==> src/rtl/drsstc_pkg.sv <==
// drsstc_pkg: config word layout, interrupter FSM states and config validation
package drsstc_pkg;
  localparam int CONF_PAR_MAX = 4;
  localparam int CONF_PAR_4 = 16;
  localparam int IDX_TON = 0;
  localparam int IDX_PER = 1;
  localparam int IDX_BURST = 2;
  localparam int IDX_GAP = 3;
  typedef logic [CONF_PAR_4-1:0] word_t;
  typedef logic [CONF_PAR_MAX-1:0][CONF_PAR_4-1:0] sh_reg_t;
  typedef struct packed {
    word_t ton;
    word_t period;
    word_t burst_n;
    word_t gap;
  } conf_t;
  typedef enum logic [1:0] {IDLE, ON, OFF, GAP} intr_state_t;
  // Pull the receiver's word array apart into named fields
  function automatic conf_t unpack_conf(sh_reg_t s);
    return '{ton: s[IDX_TON], period: s[IDX_PER], burst_n: s[IDX_BURST], gap: s[IDX_GAP]};
  endfunction
  // ton<period keeps duty strictly below 100%; a burst needs a non-empty gap
  function automatic logic conf_chk(conf_t c);
    return c.ton != '0 && c.period > word_t'(1) && c.ton < c.period && (c.burst_n == '0 || c.gap != '0);
  endfunction
endpackage

==> src/rtl/interrupter_gen_if.sv <==
// interrupter_gen_if: config delivery and gate-enable outputs of the interrupter
interface interrupter_gen_if;
  import drsstc_pkg::*;
  logic en;
  logic conf_valid;
  sh_reg_t sh_reg;
  logic out;
  logic conf_err;
  logic active;
  modport master (output en, conf_valid, sh_reg, input out, conf_err, active);
  modport slave (input en, conf_valid, sh_reg, output out, conf_err, active);
endinterface

==> src/rtl/tick_prescaler.sv <==
// tick_prescaler: divides clk into one-cycle ticks every PRESCALE cycles, held at zero by clr
module tick_prescaler #(
  parameter int PRESCALE = 50
) (
  input  logic clk,
  input  logic rst_n,
  input  logic clr,
  output logic tick
);
  localparam int W = PRESCALE > 1 ? $clog2(PRESCALE) : 1;
  logic [W-1:0] r_cnt;
  logic w_tc;
  assign w_tc = r_cnt == W'(PRESCALE - 1);
  assign tick = !clr && w_tc;
  // free-running divider, restarted from zero while cleared
  always_ff @(posedge clk or negedge rst_n)
    if (!rst_n) r_cnt <= '0;
    else r_cnt <= (clr || w_tc) ? '0 : r_cnt + W'(1);
endmodule

==> src/rtl/interrupter_gen.sv <==
// interrupter_gen: validated, period-aligned DRSSTC gate-enable pulse train with burst modulation
module interrupter_gen
  import drsstc_pkg::*;
#(
  parameter int PRESCALE = 50
) (
  input logic clk,
  input logic rst_n,
  interrupter_gen_if.slave bus
);
  intr_state_t r_state, w_nxt;
  conf_t r_cfg, r_pend_cfg, w_new, w_apply_cfg;
  word_t r_tcnt, r_pulses;
  logic r_cfg_ok, r_pend, r_out, r_err, r_active;
  logic w_tick, w_clr, w_ok, w_accept, w_enter, w_burst_chg;
  assign w_clr = r_state == IDLE;
  tick_prescaler #(.PRESCALE(PRESCALE)) u_pre (
    .clk(clk),
    .rst_n(rst_n),
    .clr(w_clr),
    .tick(w_tick)
  );
  assign bus.out = r_out;
  assign bus.conf_err = r_err;
  assign bus.active = r_active;
  // state register
  always_ff @(posedge clk or negedge rst_n)
    if (!rst_n) r_state <= IDLE;
    else r_state <= w_nxt;
  // next state, config selection at ON entry; en=0 always wins
  always_comb begin
    w_new = unpack_conf(bus.sh_reg);
    w_ok = conf_chk(w_new);
    w_accept = bus.conf_valid && w_ok;
    w_nxt = r_state;
    case (r_state)
      IDLE: if (r_cfg_ok || r_pend) w_nxt = ON;
      ON: if (w_tick && r_tcnt == r_cfg.ton - word_t'(1)) w_nxt = OFF;
      OFF: if (w_tick && r_tcnt == r_cfg.period - r_cfg.ton - word_t'(1))
        w_nxt = (r_cfg.burst_n == '0 || r_pulses < r_cfg.burst_n) ? ON : GAP;
      GAP: if (w_tick && r_tcnt == r_cfg.gap - word_t'(1)) w_nxt = ON;
      default: w_nxt = IDLE;
    endcase
    if (!bus.en) w_nxt = IDLE;
    w_enter = w_nxt == ON && r_state != ON;
    w_apply_cfg = w_accept ? w_new : r_pend ? r_pend_cfg : r_cfg;
    w_burst_chg = w_apply_cfg.burst_n != r_cfg.burst_n;
  end
  // config registers, tick/pulse counters and registered outputs
  always_ff @(posedge clk or negedge rst_n)
    if (!rst_n) begin
      r_cfg <= '0;
      r_pend_cfg <= '0;
      r_cfg_ok <= 1'b0;
      r_pend <= 1'b0;
      r_err <= 1'b0;
      r_tcnt <= '0;
      r_pulses <= '0;
      r_out <= 1'b0;
      r_active <= 1'b0;
    end else begin
      if (bus.conf_valid) r_err <= !w_ok;
      if (w_enter) begin
        r_cfg <= w_apply_cfg;
        r_cfg_ok <= 1'b1;
        r_pend <= 1'b0;
      end else if (w_accept) begin
        r_pend_cfg <= w_new;
        r_pend <= 1'b1;
      end
      r_tcnt <= (w_nxt != r_state) ? '0 : w_tick ? r_tcnt + word_t'(1) : r_tcnt;
      r_pulses <= w_enter ? ((r_state == GAP || w_burst_chg) ? word_t'(1) : r_pulses + word_t'(1))
                : (w_nxt == IDLE) ? '0 : r_pulses;
      r_out <= w_nxt == ON;
      r_active <= w_nxt != IDLE;
    end
endmodule

==> src/flat_wrapper.sv <==
// flat-port wrapper written by rule: the top's interface ports become plain ports
module interrupter_gen_flat import drsstc_pkg::*;
#(
  parameter int PRESCALE = 50
)
  (clk, rst_n, bus_en, bus_conf_valid, bus_sh_reg, bus_out, bus_conf_err, bus_active);
  interrupter_gen_if bus_i ();
  input logic clk;
  input logic rst_n;
  input wire logic [$bits(bus_i.en)-1:0] bus_en;
  input wire logic [$bits(bus_i.conf_valid)-1:0] bus_conf_valid;
  input wire logic [$bits(bus_i.sh_reg)-1:0] bus_sh_reg;
  output wire logic [$bits(bus_i.out)-1:0] bus_out;
  output wire logic [$bits(bus_i.conf_err)-1:0] bus_conf_err;
  output wire logic [$bits(bus_i.active)-1:0] bus_active;
  assign bus_i.en = bus_en;
  assign bus_i.conf_valid = bus_conf_valid;
  assign bus_i.sh_reg = bus_sh_reg;
  assign bus_out = bus_i.out;
  assign bus_conf_err = bus_i.conf_err;
  assign bus_active = bus_i.active;
  interrupter_gen #(.PRESCALE(PRESCALE)) u_core (.clk(clk), .rst_n(rst_n), .bus(bus_i));
endmodule
==> config.mk <==
export PLATFORM = sky130hd
export DESIGN_NAME = interrupter_gen_flat
export DESIGN_NICKNAME = d
export VERILOG_FILES = /design/src/rtl/drsstc_pkg.sv /design/src/rtl/interrupter_gen_if.sv /design/src/rtl/tick_prescaler.sv /design/src/rtl/interrupter_gen.sv /design/src/flat_wrapper.sv
export SDC_FILE = /design/constraint.sdc
export NUM_CORES = 1
export LEC_CHECK = 0
export CAP_MARGIN = 10
export CORE_MARGIN = 8
export CORE_UTILIZATION = 30
export DETAILED_ROUTE_END_ITERATION = 8
export DONT_BUFFER_PORTS = 1
export PLACE_DENSITY = 0.43
export SYNTH_ARGS = -nofsm -noshare
export SYNTH_HDL_FRONTEND = slang
export SYNTH_SLANG_ARGS = --single-unit
==> constraint.sdc <==
create_clock -name clk -period 4.6 [get_ports clk]
set_input_delay 0.92 -clock clk [delete_from_list [all_inputs] [get_ports clk]]
set_output_delay 0.92 -clock clk [all_outputs]
set_load 0.005 [all_outputs]
# ---- Word-level counts from Yosys, hierarchy flattened
# Index checks and enable logic that the tools add are counted.
# Widths: inputs -> output; s select.
dict set report word_totals {
  reg_bits 173
  in_bits 68
  out_inout_bits 3
  wordCells 85
}
dict set report op_classes {
  n_addsub 7
  n_lt_le_gt_ge 3
  n_eq_ne 11
  mux 17
  n_bitwise 1
  n_reduce_logical 29
}
# cell count
set ops {}
lappend ops {{$mux 64} 2}
lappend ops {{$mux 16} 5}
lappend ops {{$eq 16x16->1} 3}
lappend ops {{$sub 16x1->16 const B} 3}
lappend ops {{$add 16x1->16 const B} 2}
lappend ops {{$logic_not 16->1} 2}
lappend ops {{$lt 16x16->1} 2}
lappend ops {{$reduce_bool 16->1} 2}
lappend ops {{$gt 16x1->1 const B} 1}
lappend ops {{$ne 16x16->1} 1}
lappend ops {{$sub 16x16->16} 1}
lappend ops {{$mux 2} 6}
lappend ops {{$reduce_bool 2->1} 5}
lappend ops {{$logic_and 1x1->1} 9}
lappend ops {{$pmux 2 s4} 1}
lappend ops {{$add 6x1->6 const B} 1}
lappend ops {{$eq 6x6->1 const B} 1}
lappend ops {{$mux 6} 1}
lappend ops {{$logic_or 1x1->1} 5}
lappend ops {{$eq 2x1->1 const B} 2}
lappend ops {{$eq 2x2->1 const B} 2}
lappend ops {{$logic_not 2->1} 2}
lappend ops {{$reduce_and 2->1} 2}
lappend ops {{$logic_not 1->1} 2}
lappend ops {{other kinds (4)} 5}

# ---- Longest topological paths before layout
dict set report logic_depth {
  depth_word 11
  mapped_depth 15
  mapped_depth_nobuf 12
}

# ---- Hierarchy
# From an unflattened synthesis, not the netlist that was laid out.
dict set report unflattened {
  cells_unflattened 1197
  area_unflattened_um2 11471.0
}
# mod instances cells_each area_each_um2 seq_area_each_um2
set by_module_without_submodules {}
lappend by_module_without_submodules {interrupter_gen 1 1170 11188.2 4179.0}
lappend by_module_without_submodules {tick_prescaler 1 27 282.8 150.1}

# ---- Worst setup path before layout
# No wires, ideal clock.
dict set report synth_path {
  kind {input port to flip-flop}
  from {input bus_sh_reg[21]}
  to {register u_core.r_pulses[3]}
  setup_time_ns 0.122
  arrival_ns 3.852
  required_ns 4.478
  slack_ns 0.627
  path_stages 13
  path_buffers 2
  path_cell_list {inv_1 > ha_1 > and3_1 > a221o_1 > a21o_1 > o21ai_0 > and2_1 > buf_2 > a21oi_1 > o2111ai_1 > clkbuf_1 > o221ai_1 > a32o_1}
}
dict set report synth_between {
  elab_chain_cells 10
  elab_cells_between_ends 11
  classes_between {2 x order compare; 1 x eq/ne; 3 x mux; 5 x reduce/logical}
}
# item line_no
set synth_rtl {}
lappend synth_rtl {{start, declared} flat_wrapper.sv:12} ;# input wire logic [$bits(bus_i.sh_reg)-1:0] bus_sh_reg;
lappend synth_rtl {{$gt 16x1->1} drsstc_pkg.sv:24} ;# return c.ton != '0 && c.period > word_t'(1) && c.ton < c.period && (c.burst_n == '0 || c.gap != '0);
lappend synth_rtl {{$logic_and 1x1->1} drsstc_pkg.sv:24}
lappend synth_rtl {{$logic_and 1x1->1 (*) (2 in series)} drsstc_pkg.sv:24}
lappend synth_rtl {{$logic_and 1x1->1 (*)} interrupter_gen.sv:34} ;# w_accept = bus.conf_valid && w_ok;
lappend synth_rtl {{$mux 64 (*)} interrupter_gen.sv:46} ;# w_apply_cfg = w_accept ? w_new : r_pend ? r_pend_cfg : r_cfg;
lappend synth_rtl {{$ne 16x16->1 (*)} interrupter_gen.sv:47} ;# w_burst_chg = w_apply_cfg.burst_n != r_cfg.burst_n;
lappend synth_rtl {{$logic_or 1x1->1 (*)} interrupter_gen.sv:72} ;# r_pulses <= w_enter ? ((r_state == GAP || w_burst_chg) ? word_t'(1) : r_pulses + word_t'(1))
lappend synth_rtl {{$mux 16 (*) (2 in series)} interrupter_gen.sv:72}
lappend synth_rtl {{end signal, assigned} interrupter_gen.sv:72}
lappend synth_rtl {{end, declared} interrupter_gen.sv:13} ;# word_t r_tcnt, r_pulses;
# Mark *: on every way between the ends. The rest lies on a longest branch, timed or not.
# A chain may end at the register's enable or synchronous reset.

# ---- Worst setup path in the final report
dict set report layout_path {
  from {register u_core.r_cfg[48] (netlist bit)}
  to {register u_core.r_pulses[14]}
}
dict set report layout_between {
  elab_chain_cells 10
  elab_cells_between_ends 16
  classes_between {3 x add/sub; 3 x eq/ne; 5 x mux; 5 x reduce/logical}
}
# item line_no
set layout_rtl {}
lappend layout_rtl {{start, declared} interrupter_gen.sv:12} ;# conf_t r_cfg, r_pend_cfg, w_new, w_apply_cfg;
lappend layout_rtl {{start signal, assigned} interrupter_gen.sv:64} ;# r_cfg <= w_apply_cfg;
lappend layout_rtl {{$sub 16x16->16} interrupter_gen.sv:39} ;# OFF: if (w_tick && r_tcnt == r_cfg.period - r_cfg.ton - word_t'(1))
lappend layout_rtl {{$sub 16x1->16} interrupter_gen.sv:39}
lappend layout_rtl {{$eq 16x16->1} interrupter_gen.sv:39}
lappend layout_rtl {{$logic_and 1x1->1} interrupter_gen.sv:39}
lappend layout_rtl {{$mux 2} interrupter_gen.sv:39}
lappend layout_rtl {{$pmux 2 s4 (*)} interrupter_gen.sv:36} ;# case (r_state)
lappend layout_rtl {{$mux 2 (*)} interrupter_gen.sv:44} ;# if (!bus.en) w_nxt = IDLE;
lappend layout_rtl {{$eq 2x1->1} interrupter_gen.sv:45} ;# w_enter = w_nxt == ON && r_state != ON;
lappend layout_rtl {{$logic_and 1x1->1} interrupter_gen.sv:45}
lappend layout_rtl {{$mux 16 / $reduce_bool 2->1 (equally long branches)} --}
# Marked as above.

==> impl_metrics.env <==
export IMPL_global_route_usage_met2_pct=28.92
export IMPL_timing_final_max_slew_violations=0
export IMPL_critPathTopFamily="compound AO/OA/AOI/OAI gates"
export IMPL_cell_count_after_synthesis=1366
export IMPL_post_route_drc_count=0
export IMPL_worst_skew_pair_late_latency_ns=0.46
export IMPL_critPathLaunchType="flop"
export IMPL_grt_util_all_layers_pct=17.54
export IMPL_status="finished, final reports clean"
export IMPL_chipWidth_um=217.8
export IMPL_groute_layer_met1_usage_pct=23.83
export IMPL_critical_path_buf_inv_count=2
export IMPL_post_cts_setup_buffers=0
export IMPL_worst_slack_placed_ns=0.1760
export IMPL_clock_root_buffer="clkbuf_16"
export IMPL_fraction_of_layout_cells_with_a_size_suffix_above_1_pct=6.961
export IMPL_crit_type="flop to flop"
export IMPL_hold_viol=0
export IMPL_gpl_final_weighted_congestion=0.9077
export IMPL_start_util_pct=30.12
export IMPL_synth_net_count=1486
export IMPL_htreeDepth=4
export IMPL_syn_mean_instance_area_um2=8.941
export IMPL_max_stage_delay_ns=0.58
export IMPL_die_h_um=217.8
export IMPL_fin_nets=1443
export IMPL_path_cells="inv_1 > ha_1 > fa_1 > a21o_1 > a221o_1 > a21o_1 > a2111oi_0 > nand4_1 > nor4_1 > and3_1 > buf_4 > o21ai_0 > a32o_1"
export IMPL_postSynth_topFlopCell="dfrtp_1"
export IMPL_leakage_uw=0.005338
export IMPL_dpl_hpwl_mm=30.03
export IMPL_dr_pass1_iters=7
export IMPL_final_cell_mix="dfrtp_1, nand2_1, o211ai_1"
export IMPL_grt_max_degree=174
export IMPL_synth_enable_flop_cells=0
export IMPL_drt_first_iter_violations=807
export IMPL_grt_first_pass_wirelength_mm=65.52
export IMPL_timing_reg2reg_worst_path_depth=13
export IMPL_ir_drop_v=0.0003369
export IMPL_cp_common_cell="a21o_1"
export IMPL_clk_path_buf_depth=2
export IMPL_ctsHoldBuffers=0
export IMPL_antenna_cells_inserted=0
export IMPL_critical_path_maximum_fanout=14
export IMPL_seq_area_frac_synth_pct=35.45
export IMPL_via_per_inst=5.667
export IMPL_ys_seq_elements=173
export IMPL_final_setup_worst_slack_ns=0.1548
export IMPL_routed_wl_mm=41.25
export IMPL_hold_class="input pin to asynchronous set/reset pin"
export IMPL_timing_hold_ws_ns=0.1609
export IMPL_vias=10590
export IMPL_powerDensity_nw_per_um2=576.6
export IMPL_ant_nets=0
export IMPL_layout_area_growth_over_synthesis_pct=9.415
export IMPL_ff2ff_setup_slack_ns=0.15
export IMPL_leading_cell_type_in_the_layout_fill_and_taps_excluded="dfrtp_1"
export IMPL_synthDistinctLibCells=77
export IMPL_finalCritPeriodShare_pct=96.63
export IMPL_gr_max_usage_layer="met2"
export IMPL_skew_ns=0.01240
export IMPL_rsz0062_at_grt="no"
export IMPL_share_of_flip_flops_with_an_asynchronous_set_or_reset_after_synthesis_pct=100.0
export IMPL_routed_wire_length_per_instance_um=22.08
export IMPL_groute_layer_met3_usage_pct=2.455
export IMPL_numCtsBuffers=17
export IMPL_timing_setup_tns_ns=0
export IMPL_top_level_ports=71
export IMPL_clock_sink_count=173
export IMPL_cts_reportedPaths_clkPinSlew_ns=0.07
export IMPL_achievable_frequency_mhz=225.0
export IMPL_buffer_ports_inserted=0
export IMPL_cp_slowest_cell="a2111oi_0"
export IMPL_max_slew_margin_rel_pct=43.75
export IMPL_synth_cell_area_um2=12210
export IMPL_post_cts_resized_instances=0
export IMPL_ys_warnings_count=0
export IMPL_critical_path_cell_count=13
export IMPL_kind_of_capture_point_of_the_worst_setup_path="flop"
export IMPL_fp_coreArea_um2=40550
export IMPL_grt_remaining_overflow=0
export IMPL_die_area_um2=47420
export IMPL_finalCriticalPeriod_ns=4.445
export IMPL_placement_rows=74
export IMPL_timing_final_setup_violations=0
export IMPL_num_fill_cells=4295
export IMPL_initial_antenna_violation_count=0
export IMPL_post_place_cells=1836
export IMPL_tightest_slew_ns=0.8438
export IMPL_layout_cells_non_filler=1868
export IMPL_cp_data_required_time_ns=4.95
export IMPL_cts_tree="yes"
export IMPL_vias_in_the_first_global_route=10600
export IMPL_maxCapViolations=0
export IMPL_worstPathArrival_ns=4.79
## power breakdown
part | leakage [uW] | switching (uW) | internal, uW
Combinational | 0.00285 | 2120 | 1530
Clock | 0.000286 | 677 | 871
Sequential | 0.00221 | 567 | 1930
## worst reg2reg max path: stages, from the launching register on
cell	delay (ns)
dfrtp_1	0.44
inv_1	0.09
ha_1	0.21
fa_1	0.40
a21o_1	0.21
a221o_1	0.40
a21o_1	0.22
a2111oi_0	0.58
nand4_1	0.30
nor4_1	0.41
and3_1	0.25
buf_4	0.23
o21ai_0	0.26
a32o_1	0.33
## flip-flops by register name, indices dropped and copies added (netlist names)
register             count
u_core.bus.conf_err      1
u_core.r_pend            1
u_core.bus.out           1
u_core.r_pend_cfg       64
u_core.u_pre.r_cnt       6
u_core.r_cfg_ok          1
u_core.r_pulses         16
u_core.r_cfg            64
u_core.bus.active        1
u_core.r_state           2
u_core.r_tcnt           16
## final cells by class
class | instances | area [um^2] | share of cell area (%)
Multi-Input combinational cell | 1027 | 7194 | 53.84
Sequential cell | 173 | 4329 | 32.40
Tap cell | 532 | 665.6 | 4.981
Clock buffer | 19 | 442.9 | 3.315
Timing Repair Buffer | 39 | 321.6 | 2.406
Inverter | 65 | 244.0 | 1.826
Clock inverter | 13 | 165.2 | 1.236
## worst paths after layout
kind | to | startpoint
worst min-delay path | u_core.r_cfg[20] | rst_n
worst min register to register | u_core.u_pre.r_cnt[0] | u_core.u_pre.r_cnt[0]
worst max register to register | u_core.r_pulses[14] | u_core.r_cfg[48]
max in group asynchronous | u_core.r_cfg[1] | rst_n
min in group clk | u_core.u_pre.r_cnt[0] | u_core.u_pre.r_cnt[0]
worst max-delay path | u_core.r_pulses[14] | u_core.r_cfg[48]
## cell families after synthesis
family	count (synthesis)	share of synthesized area, %
xor gates and xnor gates	93	6.782
AOI/OAI and AO/OA	446	28.36
muxes	6	0.5020
DFF	173	35.45
buffers and inverters	166	5.983
adders and majority gates	52	5.389
and+or+nand+nor	430	17.54
## metrics by stage
stage | area, um^2 | power (uW) | utilization (%)
final | 13360 | 7705 | 32.95
after global placement | 12750 | 6179 | 31.44
after detailed placement | 12750 | 6166 | 31.44
after CTS | 13360 | 7755 | 32.94
after global routing | 13360 | 8300 | 32.95
after floorplan | 12210 | 5079 | -
## cells in the mapped netlist, drive strengths merged (3+ instances only)
cell type | n | share of area, %
o311ai | 3 | 0.22
o221ai | 14 | 1.1
o31ai | 8 | 0.60
or3 | 10 | 0.51
a32o | 15 | 1.2
nand4b | 4 | 0.29
o21a | 11 | 0.68
a21boi | 64 | 3.9
xor2 | 47 | 3.4
nor2 | 56 | 1.7
a21o | 16 | 0.98
nor4 | 41 | 2.2
nand3 | 27 | 1.1
a41oi | 4 | 0.35
a31oi | 9 | 0.46
a2111oi | 3 | 0.22
and2 | 5 | 0.26
a211oi | 7 | 0.47
nand2 | 165 | 5.1
o2111ai | 6 | 0.43
o21ai | 17 | 0.76
ha | 51 | 5.2
a211o | 3 | 0.22
nand4 | 17 | 0.87
dfrtp | 173 | 35
nor3 | 37 | 1.5
clkbuf | 56 | 1.7
o2bb2ai | 64 | 4.6
xnor2 | 45 | 3.2
o22ai | 9 | 0.46
nor3b | 13 | 0.89
or4 | 7 | 0.43
inv | 64 | 2.0
or2 | 3 | 0.15
nand3b | 4 | 0.25
and4 | 5 | 0.36
nand2b | 5 | 0.26
nor2b | 5 | 0.26
buf | 45 | 2.3
mux2i | 5 | 0.41
a22o | 7 | 0.50
a21oi | 30 | 1.2
and3 | 21 | 1.1
o211ai | 137 | 8.4
## per-layer routing
metal	part of all wire [%]	vias to the layer above	wire length [um]
met2	49	231	20010
met4	1.4	0	567
met5	0	-	0
li1	-	5051	-
met3	4.1	25	1695
met1	46	5279	18980
Power figures use the tool's default switching activity.
